## src/rtl/card_shoe_dealer_pkg.sv

```systemverilog
// Shared types and constants for the blackjack card shoe.
package blackjack_pkg;

  localparam int unsigned DECK_SIZE = 52;
  localparam int unsigned CARD_W    = 4;

  localparam logic DEST_PLAYER = 1'b0;
  localparam logic DEST_DEALER = 1'b1;

  // Galois feedback taps for the 16-bit shuffle LFSR.
  localparam logic [15:0] LFSR_MASK = 16'hB400;

  typedef enum logic [1:0] {
    FILL    = 2'd0,
    SHUFFLE = 2'd1,
    IDLE    = 2'd2
  } state_t;

  // Card value for a rank 0..12 (ace, 2..9, ten/jack/queen/king).
  function automatic logic [CARD_W-1:0] rank_to_value(
    input logic [3:0]        rank,
    input logic [CARD_W-1:0] ace_value
  );
    logic [CARD_W-1:0] v;
    if (rank == 4'd0)      v = ace_value;
    else if (rank <= 4'd8) v = rank + 4'd1;
    else                   v = 4'd10;
    return v;
  endfunction

endpackage

```

## src/rtl/card_shoe_dealer_lfsr16.sv

```systemverilog
// 16-bit right-shifting Galois LFSR, asynchronously reset to the seed.
module lfsr16
  import blackjack_pkg::*;
(
  input  logic        clk,
  input  logic        reset,
  input  logic        en,
  input  logic [15:0] seed,
  output logic [15:0] state
);

  // Advance one step per enabled cycle.
  always_ff @(posedge clk or posedge reset) begin
    if (reset)   state <= seed;
    else if (en) state <= {1'b0, state[15:1]} ^ (state[0] ? LFSR_MASK : 16'h0000);
  end

endmodule

```

## src/rtl/card_shoe_dealer.sv

```systemverilog
// 52-card shoe: fills the deck, shuffles it with an LFSR-driven
// Fisher-Yates pass and deals one card per request.
// Optional macro AUTO_RESHUFFLE_EN: an empty-deck request reshuffles and
// is then served automatically instead of raising deal_err.
module card_shoe_dealer
  import blackjack_pkg::*;
#(
  parameter logic [15:0] LFSR_SEED = 16'hACE1,
  parameter int unsigned ACE_VALUE = 11
) (
  input  logic       clk,
  input  logic       reset,
  input  logic       deal_req,
  input  logic       deal_to,
  input  logic       shuffle_req,
  output logic       ready,
  output logic       busy,
  output logic       card_valid,
  output logic [3:0] card_value,
  output logic       card_dest,
  output logic [3:0] player_card,
  output logic [3:0] dealer_card,
  output logic [5:0] cards_left,
  output logic       deal_err
);

  localparam logic [CARD_W-1:0] ACE_V    = CARD_W'(ACE_VALUE);
  localparam logic [5:0]        LAST_IDX = 6'(DECK_SIZE - 1);

  state_t            r_state, w_next;
  logic [CARD_W-1:0] r_deck [0:DECK_SIZE-1];
  logic [5:0]        r_ptr, r_fill_idx, r_i, r_cards_left;
  logic              r_card_valid, r_card_dest, r_deal_err;
  logic [3:0]        r_card_value, r_player_card, r_dealer_card;
  logic [15:0]       w_lfsr;
  logic [5:0]        w_j;
  logic              w_unused;
  logic              w_fill, w_fill_last, w_swap, w_done, w_shuf_start;
  logic              w_deal, w_deal_dest, w_err;
`ifdef AUTO_RESHUFFLE_EN
  logic              r_pend, r_pend_dest, w_pend_set;
`endif

  lfsr16 u_lfsr (
    .clk   (clk),
    .reset (reset),
    .en    (r_state == SHUFFLE),
    .seed  (LFSR_SEED),
    .state (w_lfsr)
  );

  assign w_j      = w_lfsr[5:0];
  assign w_unused = ^w_lfsr[15:6];

  // State register.
  always_ff @(posedge clk or posedge reset) begin
    if (reset) r_state <= FILL;
    else       r_state <= w_next;
  end

  // Next-state and per-cycle control decode.
  always_comb begin
    w_next       = r_state;
    w_fill       = 1'b0;
    w_fill_last  = 1'b0;
    w_swap       = 1'b0;
    w_done       = 1'b0;
    w_shuf_start = 1'b0;
    w_deal       = 1'b0;
    w_deal_dest  = deal_to;
    w_err        = 1'b0;
`ifdef AUTO_RESHUFFLE_EN
    w_pend_set   = 1'b0;
`endif
    case (r_state)
      FILL: begin
        w_fill = 1'b1;
        if (r_fill_idx == LAST_IDX) begin
          w_fill_last = 1'b1;
          w_next      = SHUFFLE;
        end
      end
      SHUFFLE: begin
        if (w_j <= r_i) begin
          w_swap = 1'b1;
          if (r_i == 6'd1) begin
            w_done = 1'b1;
            w_next = IDLE;
          end
        end
      end
      IDLE: begin
`ifdef AUTO_RESHUFFLE_EN
        if (r_pend) begin
          w_deal      = 1'b1;
          w_deal_dest = r_pend_dest;
        end else if (shuffle_req) begin
          w_shuf_start = 1'b1;
          w_next       = SHUFFLE;
        end else if (deal_req) begin
          if (r_cards_left != '0) begin
            w_deal = 1'b1;
          end else begin
            w_shuf_start = 1'b1;
            w_pend_set   = 1'b1;
            w_next       = SHUFFLE;
          end
        end
`else
        if (shuffle_req) begin
          w_shuf_start = 1'b1;
          w_next       = SHUFFLE;
        end else if (deal_req) begin
          if (r_cards_left != '0) w_deal = 1'b1;
          else                    w_err  = 1'b1;
        end
`endif
      end
      default: w_next = FILL;
    endcase
  end

  // Deck storage: sequential fill, then in-place swaps during shuffle.
  always_ff @(posedge clk) begin
    if (w_fill) begin
      r_deck[r_fill_idx] <= rank_to_value(r_fill_idx[5:2], ACE_V);
    end else if (w_swap) begin
      r_deck[r_i] <= r_deck[w_j];
      r_deck[w_j] <= r_deck[r_i];
    end
  end

  // Pointers, counters and dealt-card outputs.
  always_ff @(posedge clk or posedge reset) begin
    if (reset) begin
      r_ptr         <= '0;
      r_fill_idx    <= '0;
      r_i           <= LAST_IDX;
      r_cards_left  <= '0;
      r_card_valid  <= 1'b0;
      r_card_value  <= '0;
      r_card_dest   <= 1'b0;
      r_player_card <= '0;
      r_dealer_card <= '0;
      r_deal_err    <= 1'b0;
    end else begin
      r_card_valid <= w_deal;
      r_deal_err   <= w_err;
      if (w_fill) r_fill_idx <= r_fill_idx + 6'd1;
      if (w_fill_last || w_shuf_start) r_i <= LAST_IDX;
      else if (w_swap)                 r_i <= r_i - 6'd1;
      if (w_shuf_start) r_cards_left <= '0;
      if (w_done) begin
        r_ptr        <= '0;
        r_cards_left <= 6'(DECK_SIZE);
      end
      if (w_deal) begin
        r_card_value <= r_deck[r_ptr];
        r_card_dest  <= w_deal_dest;
        if (w_deal_dest == DEST_DEALER) r_dealer_card <= r_deck[r_ptr];
        else                            r_player_card <= r_deck[r_ptr];
        r_ptr        <= r_ptr + 6'd1;
        r_cards_left <= r_cards_left - 6'd1;
      end
    end
  end

`ifdef AUTO_RESHUFFLE_EN
  // Latched empty-deck request, served on the first IDLE cycle after reshuffle.
  always_ff @(posedge clk or posedge reset) begin
    if (reset) begin
      r_pend      <= 1'b0;
      r_pend_dest <= 1'b0;
    end else if (w_pend_set) begin
      r_pend      <= 1'b1;
      r_pend_dest <= deal_to;
    end else if (w_deal) begin
      r_pend      <= 1'b0;
    end
  end

  // The pending request owns the first IDLE cycle, so new requests wait.
  assign ready = (r_state == IDLE) && (r_cards_left != '0) && !r_pend;
`else
  assign ready = (r_state == IDLE) && (r_cards_left != '0);
`endif

  assign busy        = (r_state != IDLE);
  assign card_valid  = r_card_valid;
  assign card_value  = r_card_value;
  assign card_dest   = r_card_dest;
  assign player_card = r_player_card;
  assign dealer_card = r_dealer_card;
  assign cards_left  = r_cards_left;
  assign deal_err    = r_deal_err;

endmodule

```

## config.mk

```make
export PLATFORM = sky130hd
export DESIGN_NAME = card_shoe_dealer
export DESIGN_NICKNAME = d
export VERILOG_FILES = /design/src/rtl/card_shoe_dealer_pkg.sv /design/src/rtl/card_shoe_dealer_lfsr16.sv /design/src/rtl/card_shoe_dealer.sv
export SDC_FILE = /design/constraint.sdc
export NUM_CORES = 1
export LEC_CHECK = 0
export ABC_AREA = 1
export CORE_MARGIN = 2
export CORE_UTILIZATION = 40
export DETAILED_ROUTE_END_ITERATION = 7
export SLEW_MARGIN = 20
export SYNTH_ARGS = -nofsm -noshare
export SYNTH_HDL_FRONTEND = slang
export SYNTH_SLANG_ARGS = --single-unit
```

## constraint.sdc

```tcl
create_clock -name clk -period 6 [get_ports clk]
set_input_delay 1.2 -clock clk [delete_from_list [all_inputs] [get_ports clk]]
set_output_delay 1.2 -clock clk [all_outputs]
set_load 0.01 [all_outputs]
```

After elaboration in Yosys (flattened, before gate mapping)
Memories as Yosys holds them, arrays and structs flattened.
Index checks and enable logic that the tools add are counted.
- add/subtract/negate cells: 5
- order comparisons: 2
- equal/unequal tests: 9
- muxes and demuxes: 42
- bitwise gates (word level): 2
- reduce and logical (&&, ||, !) cells: 12
- operator list (cell ; count):
    6-bit 2-to-1 mux ; 8
    1-bit 2-to-1 mux ; 24
    16-bit 2-to-1 mux ; 1
    4-bit 2-to-1 mux ; 4
    15-bit by 16-bit bitwise XOR with 16-bit output ; 1
    6-bit by 1-bit adder with 6-bit output (second input constant) ; 2
    6-bit by 1-bit subtractor with 6-bit output (second input constant) ; 2
    2-bit != test (second input constant) ; 5
    2-bit 2-to-1 mux ; 4
    6-bit by 1-bit equality test with 1-bit output (second input constant) ; 1
    6-bit equality test (second input constant) ; 1
    6-bit less-or-equal comparator ; 1
    2-bit one-hot mux with 3 select lines ; 1
    6-bit nonzero test ; 1
    4-bit by 1-bit adder with 4-bit output (second input constant) ; 1
    4-bit less-or-equal comparator (second input constant) ; 1
    4-bit logical NOT ; 1
    2-bit AND reduction ; 2
    4-bit AND reduction ; 1
    2-bit nonzero test ; 2
    4-bit OR reduction ; 1
    3-bit nonzero test ; 1
    2-bit by 1-bit equality test with 1-bit output (second input constant) ; 1
    2-bit equality test (second input constant) ; 1
    other kinds (4) ; 4
- register bits after elaboration: 57
- bits in writable memories: 208
- input bits: 5
- output and inout bits: 23
- word-level logic and storage cells: 85
- memories kept: 1
- memories (name ; depth ; width ; rd ports ; clocked after Yosys merged registers in ; wr ports ; RTL line ; RTL):
    r_deck ; 52 ; 4 ; 3 ; 0 ; 2 ; card_shoe_dealer.sv:31 ; logic [CARD_W-1:0] r_deck [0:DECK_SIZE-1];

Depth between registers and ports, before layout
- depth after elaboration: 8
- depth in mapped cells: 18
- mapped depth without buffers: 15

Worst setup path after synthesis
OpenSTA, ideal clock, no wires.
- path kind: reg-to-reg
- start point: register r_i[1]
- end point: memory r_deck[3][0] (enable)
- setup time: 0.308 ns
- data arrival time: 2.521 ns
- required time: 5.692 ns
- setup slack: 3.171 ns
- stages on the path, launching flop included: 16
- path buffers: 2
- period minus slack after synthesis: 2.829 ns
- path through: dfstp_2 -> clkinv_1 -> clkbuf_1 -> ha_1 -> nand2_1 -> nand2_1 -> nand2_1 -> nand3_1 -> nand2_2 -> nand2_4 -> buf_6 -> nand2_1 -> nand3_1 -> nor2_1 -> nand2_1 -> nand2_1
- RTL lines (what ; RTL line ; RTL):
    from (decl) ; card_shoe_dealer.sv:32 ; logic [5:0] r_ptr, r_fill_idx, r_i, r_cards_left;
    from (signal assigned) ; card_shoe_dealer.sv:151 ; else if (w_swap) r_i <= r_i - 6'd1;
    to (decl) ; card_shoe_dealer.sv:31 ;

==> metrics.cfg <==
[cts]
cts.root.buffer_cell = clkbuf_16
cts_resized = 0
cts_setup_buffers = 0
cts.sinks = 265
cts-hold-fix-buffers = 0
clk_pin_slew_ps = 80
cts_buffers = 31
clock_path_buffers = 3
clk_latency_ps = 620
tritoncts = built
htreeDepth = 1

[pwr]
clkPwrFrac_pct = 49.5
ir_drop_mv = 0.225
combPwrFrac_pct = 0.5
switching_share_pct = 21.9
powerDensity_nw_per_um2 = 184
pwr-share-seq_pct = 50.0
internal-power_mw = 3.06
power.switching_mw = 0.857
leakage_nw = 10.2

[synthesis]
synth_top_area_share_pct = 31.3
syn_area_per_cell_um2 = 6.68
async_reset_ff_share_pct = 21.5
ys_warn_count = 0
syn_nets = 3000
synth_flop_cell = edfxtp_1
synth_seq_area_share_pct = 38.6
synth_top_area_cell = edfxtp_1
synth_cell_types = 37
syn_inst = 2982
synthesis.area_um2 = 19900
synth_area_leaders = edfxtp_1 31%, nand2_1 23%, nand3_1 13%
synth_edf_count = 208
synth_seq_cells = 265

[timing]
finalMaxSlewViolations = 0
hold_viol_final = 0
relSlewSlack_pct = 19.9
tightest_slew_ps = 1200
setup_viol = 0
skew_ps = 27.1
rsz0062_at_grt = false
fmax_mhz = 211
tns_ps = 0
min_period_ps = 4730
period_share_pct = 78.9

[worst_hold_path]
holdCritStartpoint = u_lfsr.state[7]$_DFFE_PP1P_
min_to = u_lfsr.state[6]$_DFFE_PP1P_
min_delay_path_depth = 2
hp-class = flop to flop

[route]
wl_per_cell_um = 22.4
drtAntennaViolNets = 0
dr.pass1.iters = 6
post-route-drc-count = 0
vias = 20900
first_iter_violations = 2995
routed_via_density = 5.83
finalWirelength_um = 80300

[floorplan]
io_pins = 28
initial_core_util_pct = 40.6
die_w_um = 227
die_area_um2 = 51600
coreArea_um2 = 49100
rows = 81
die_y_um = 227

[worst_setup_path]
regToRegSetupSlack_ps = 1270
end_kind = flop
path_class = flop to flop
path_max_fanout = 55
reg2reg_depth = 10
rr_startpoint = u_lfsr.state[0]$_DFFE_PP1P_
cp_slowest_cell = dfstp_4
start_kind = flop
cp.required_ps = 6300
regToRegEndpoint = r_deck[41][2]$_DFFE_PP_
cp_top_family = simple AND/OR/NAND/NOR gates
cpMostUsedCell = nand2_1
path_cells = inv_2, ha_1, nand3_1, nand2_2, nand2_4, nand2_1, nand3_1, nor2_2, nand2_1, nand2_1
crit_buf_inv = 1
slowest_delay_ps = 970
crit_arrival_ps = 5040

[final_layout]
final_core_util_pct = 43.5
ff_latch_area_um2 = 7700
drive_gt1_share_pct = 6.18
multi_input_area_um2 = 10100
layout_common_cells = 1240 x nand2_1, 534 x nand3_1, 264 x inv_1
area_growth_syn_to_layout_pct = 7.04
fillCellCount = 5115
final_cells = 3579
final_nets = 2907
final_common_cell = nand2_1

[grt]
antenna_found_initial = 3
grt_overflow_total = 0
first_global_vias = 19300
grt_first_pass_wirelength_um = 120000
grt_use_total_pct = 31.1
grt_max_degree = 113

[placed_design]
finalWeightedCongestion = 0.957
io_buffers = 27
dp.cells = 3520
dp_hpwl_um = 49700

[status]
status = finished, final reports clean

[run]
maxCapViolations = 0

how the worst max path moves through the flow:
stage	startpoint	cells after the start	end	slack, ps
after global placement	u_lfsr.state[0]$_DFFE_PP1P_	15	r_deck[31][0]$_DFFE_PP_	1510
after detailed placement	u_lfsr.state[0]$_DFFE_PP1P_	10	r_deck[33][2]$_DFFE_PP_	1500
after CTS	u_lfsr.state[0]$_DFFE_PP1P_	10	r_deck[31][3]$_DFFE_PP_	1440
after global routing	u_lfsr.state[0]$_DFFE_PP1P_	10	r_deck[17][1]$_DFFE_PP_	1130
final	u_lfsr.state[0]$_DFFE_PP1P_	10	r_deck[41][2]$_DFFE_PP_	1270
after floorplan	r_i[1]$_DFFE_PP1P_	15	r_deck[3][0]$_DFFE_PP_	3170
worst register-to-register path, delay by kind of cell, from the launching register on:
family	cells	cell delay, ps
buf+inv	1	580
fa+ha+maj	1	460
simple gates	8	2390
flops	1	970
layer usage:
| layer | GRT usage, % | vias up | wire length, um |
|---|---|---|---|
| met1 | 41.1 | 9693 | 31100 |
| met5 | 0 | - | 0 |
| met4 | 17.9 | 0 | 4740 |
| li1 | - | 9491 | - |
| met2 | 47.0 | 1375 | 34700 |
| met3 | 6.60 | 291 | 9770 |
registers in the layout (all words and copies together) (netlist names):
register and flops:
card_value 4, r_fill_idx 6, r_deck 208, card_valid 1, card_dest 1, dealer_card 4
r_i 6, r_state 2, r_ptr 6, u_lfsr.state 16, deal_err 1, cards_left 6
player_card 4
cell usage after synthesis, types with 20 or more instances:
library cell,n
nand2_1,1242
nand3_1,534
inv_1,265
edfxtp_1,208
o21ai_0,97
buf_2,92
nor2_1,85
o211ai_1,76
a21oi_1,64
clkbuf_1,57
dfrtp_1,45
buf_6,23
nand2_2,22
o21ai_1,21
clkinv_1,20
cell families after synthesis:
group           count (synthesis)  share of synthesized area [%]
compound gates                264                           7.68
xor+xnor                       10                          0.439
fa+ha+maj                      13                          0.816
buf+inv                       490                           11.0
flops                         265                           38.6
mux                             1                         0.0502
simple gates                 1939                           41.5
power by group through the flow:
stage                     clock network, mW  registers (mW)  logic, mW
after detailed placement                  0            2.00     0.0190
after global routing                   2.02            1.96     0.0211
after floorplan                           0            2.00    0.00880
after CTS                              1.94            1.96     0.0191
after global placement                    0            2.00     0.0186
final                                  1.94            1.96     0.0182
cell type report:
cell class / count / area share, %
clock inverters: 20 / 0.938
multi-input cells: 2227 / 47.3
flip-flops and latches: 265 / 36.1
inverters: 298 / 5.24
well taps: 664 / 3.89
diodes: 1 / 0.0117
clock buffers: 38 / 3.81
repair buffers: 66 / 2.70
stage by stage:
stage               hold WS, ps  cell area (um2)  worst slack, ps  power, mW
floorplan                   446            19900             3170       2.01
global placement            463            20300             1510       2.02
detailed placement          465            20300             1500       2.02
CTS                         479            21300             1440       3.92
global route                503            21300             1130       4.00
finish                      477            21300             1270       3.92
Power figures use the tool's default switching activity.
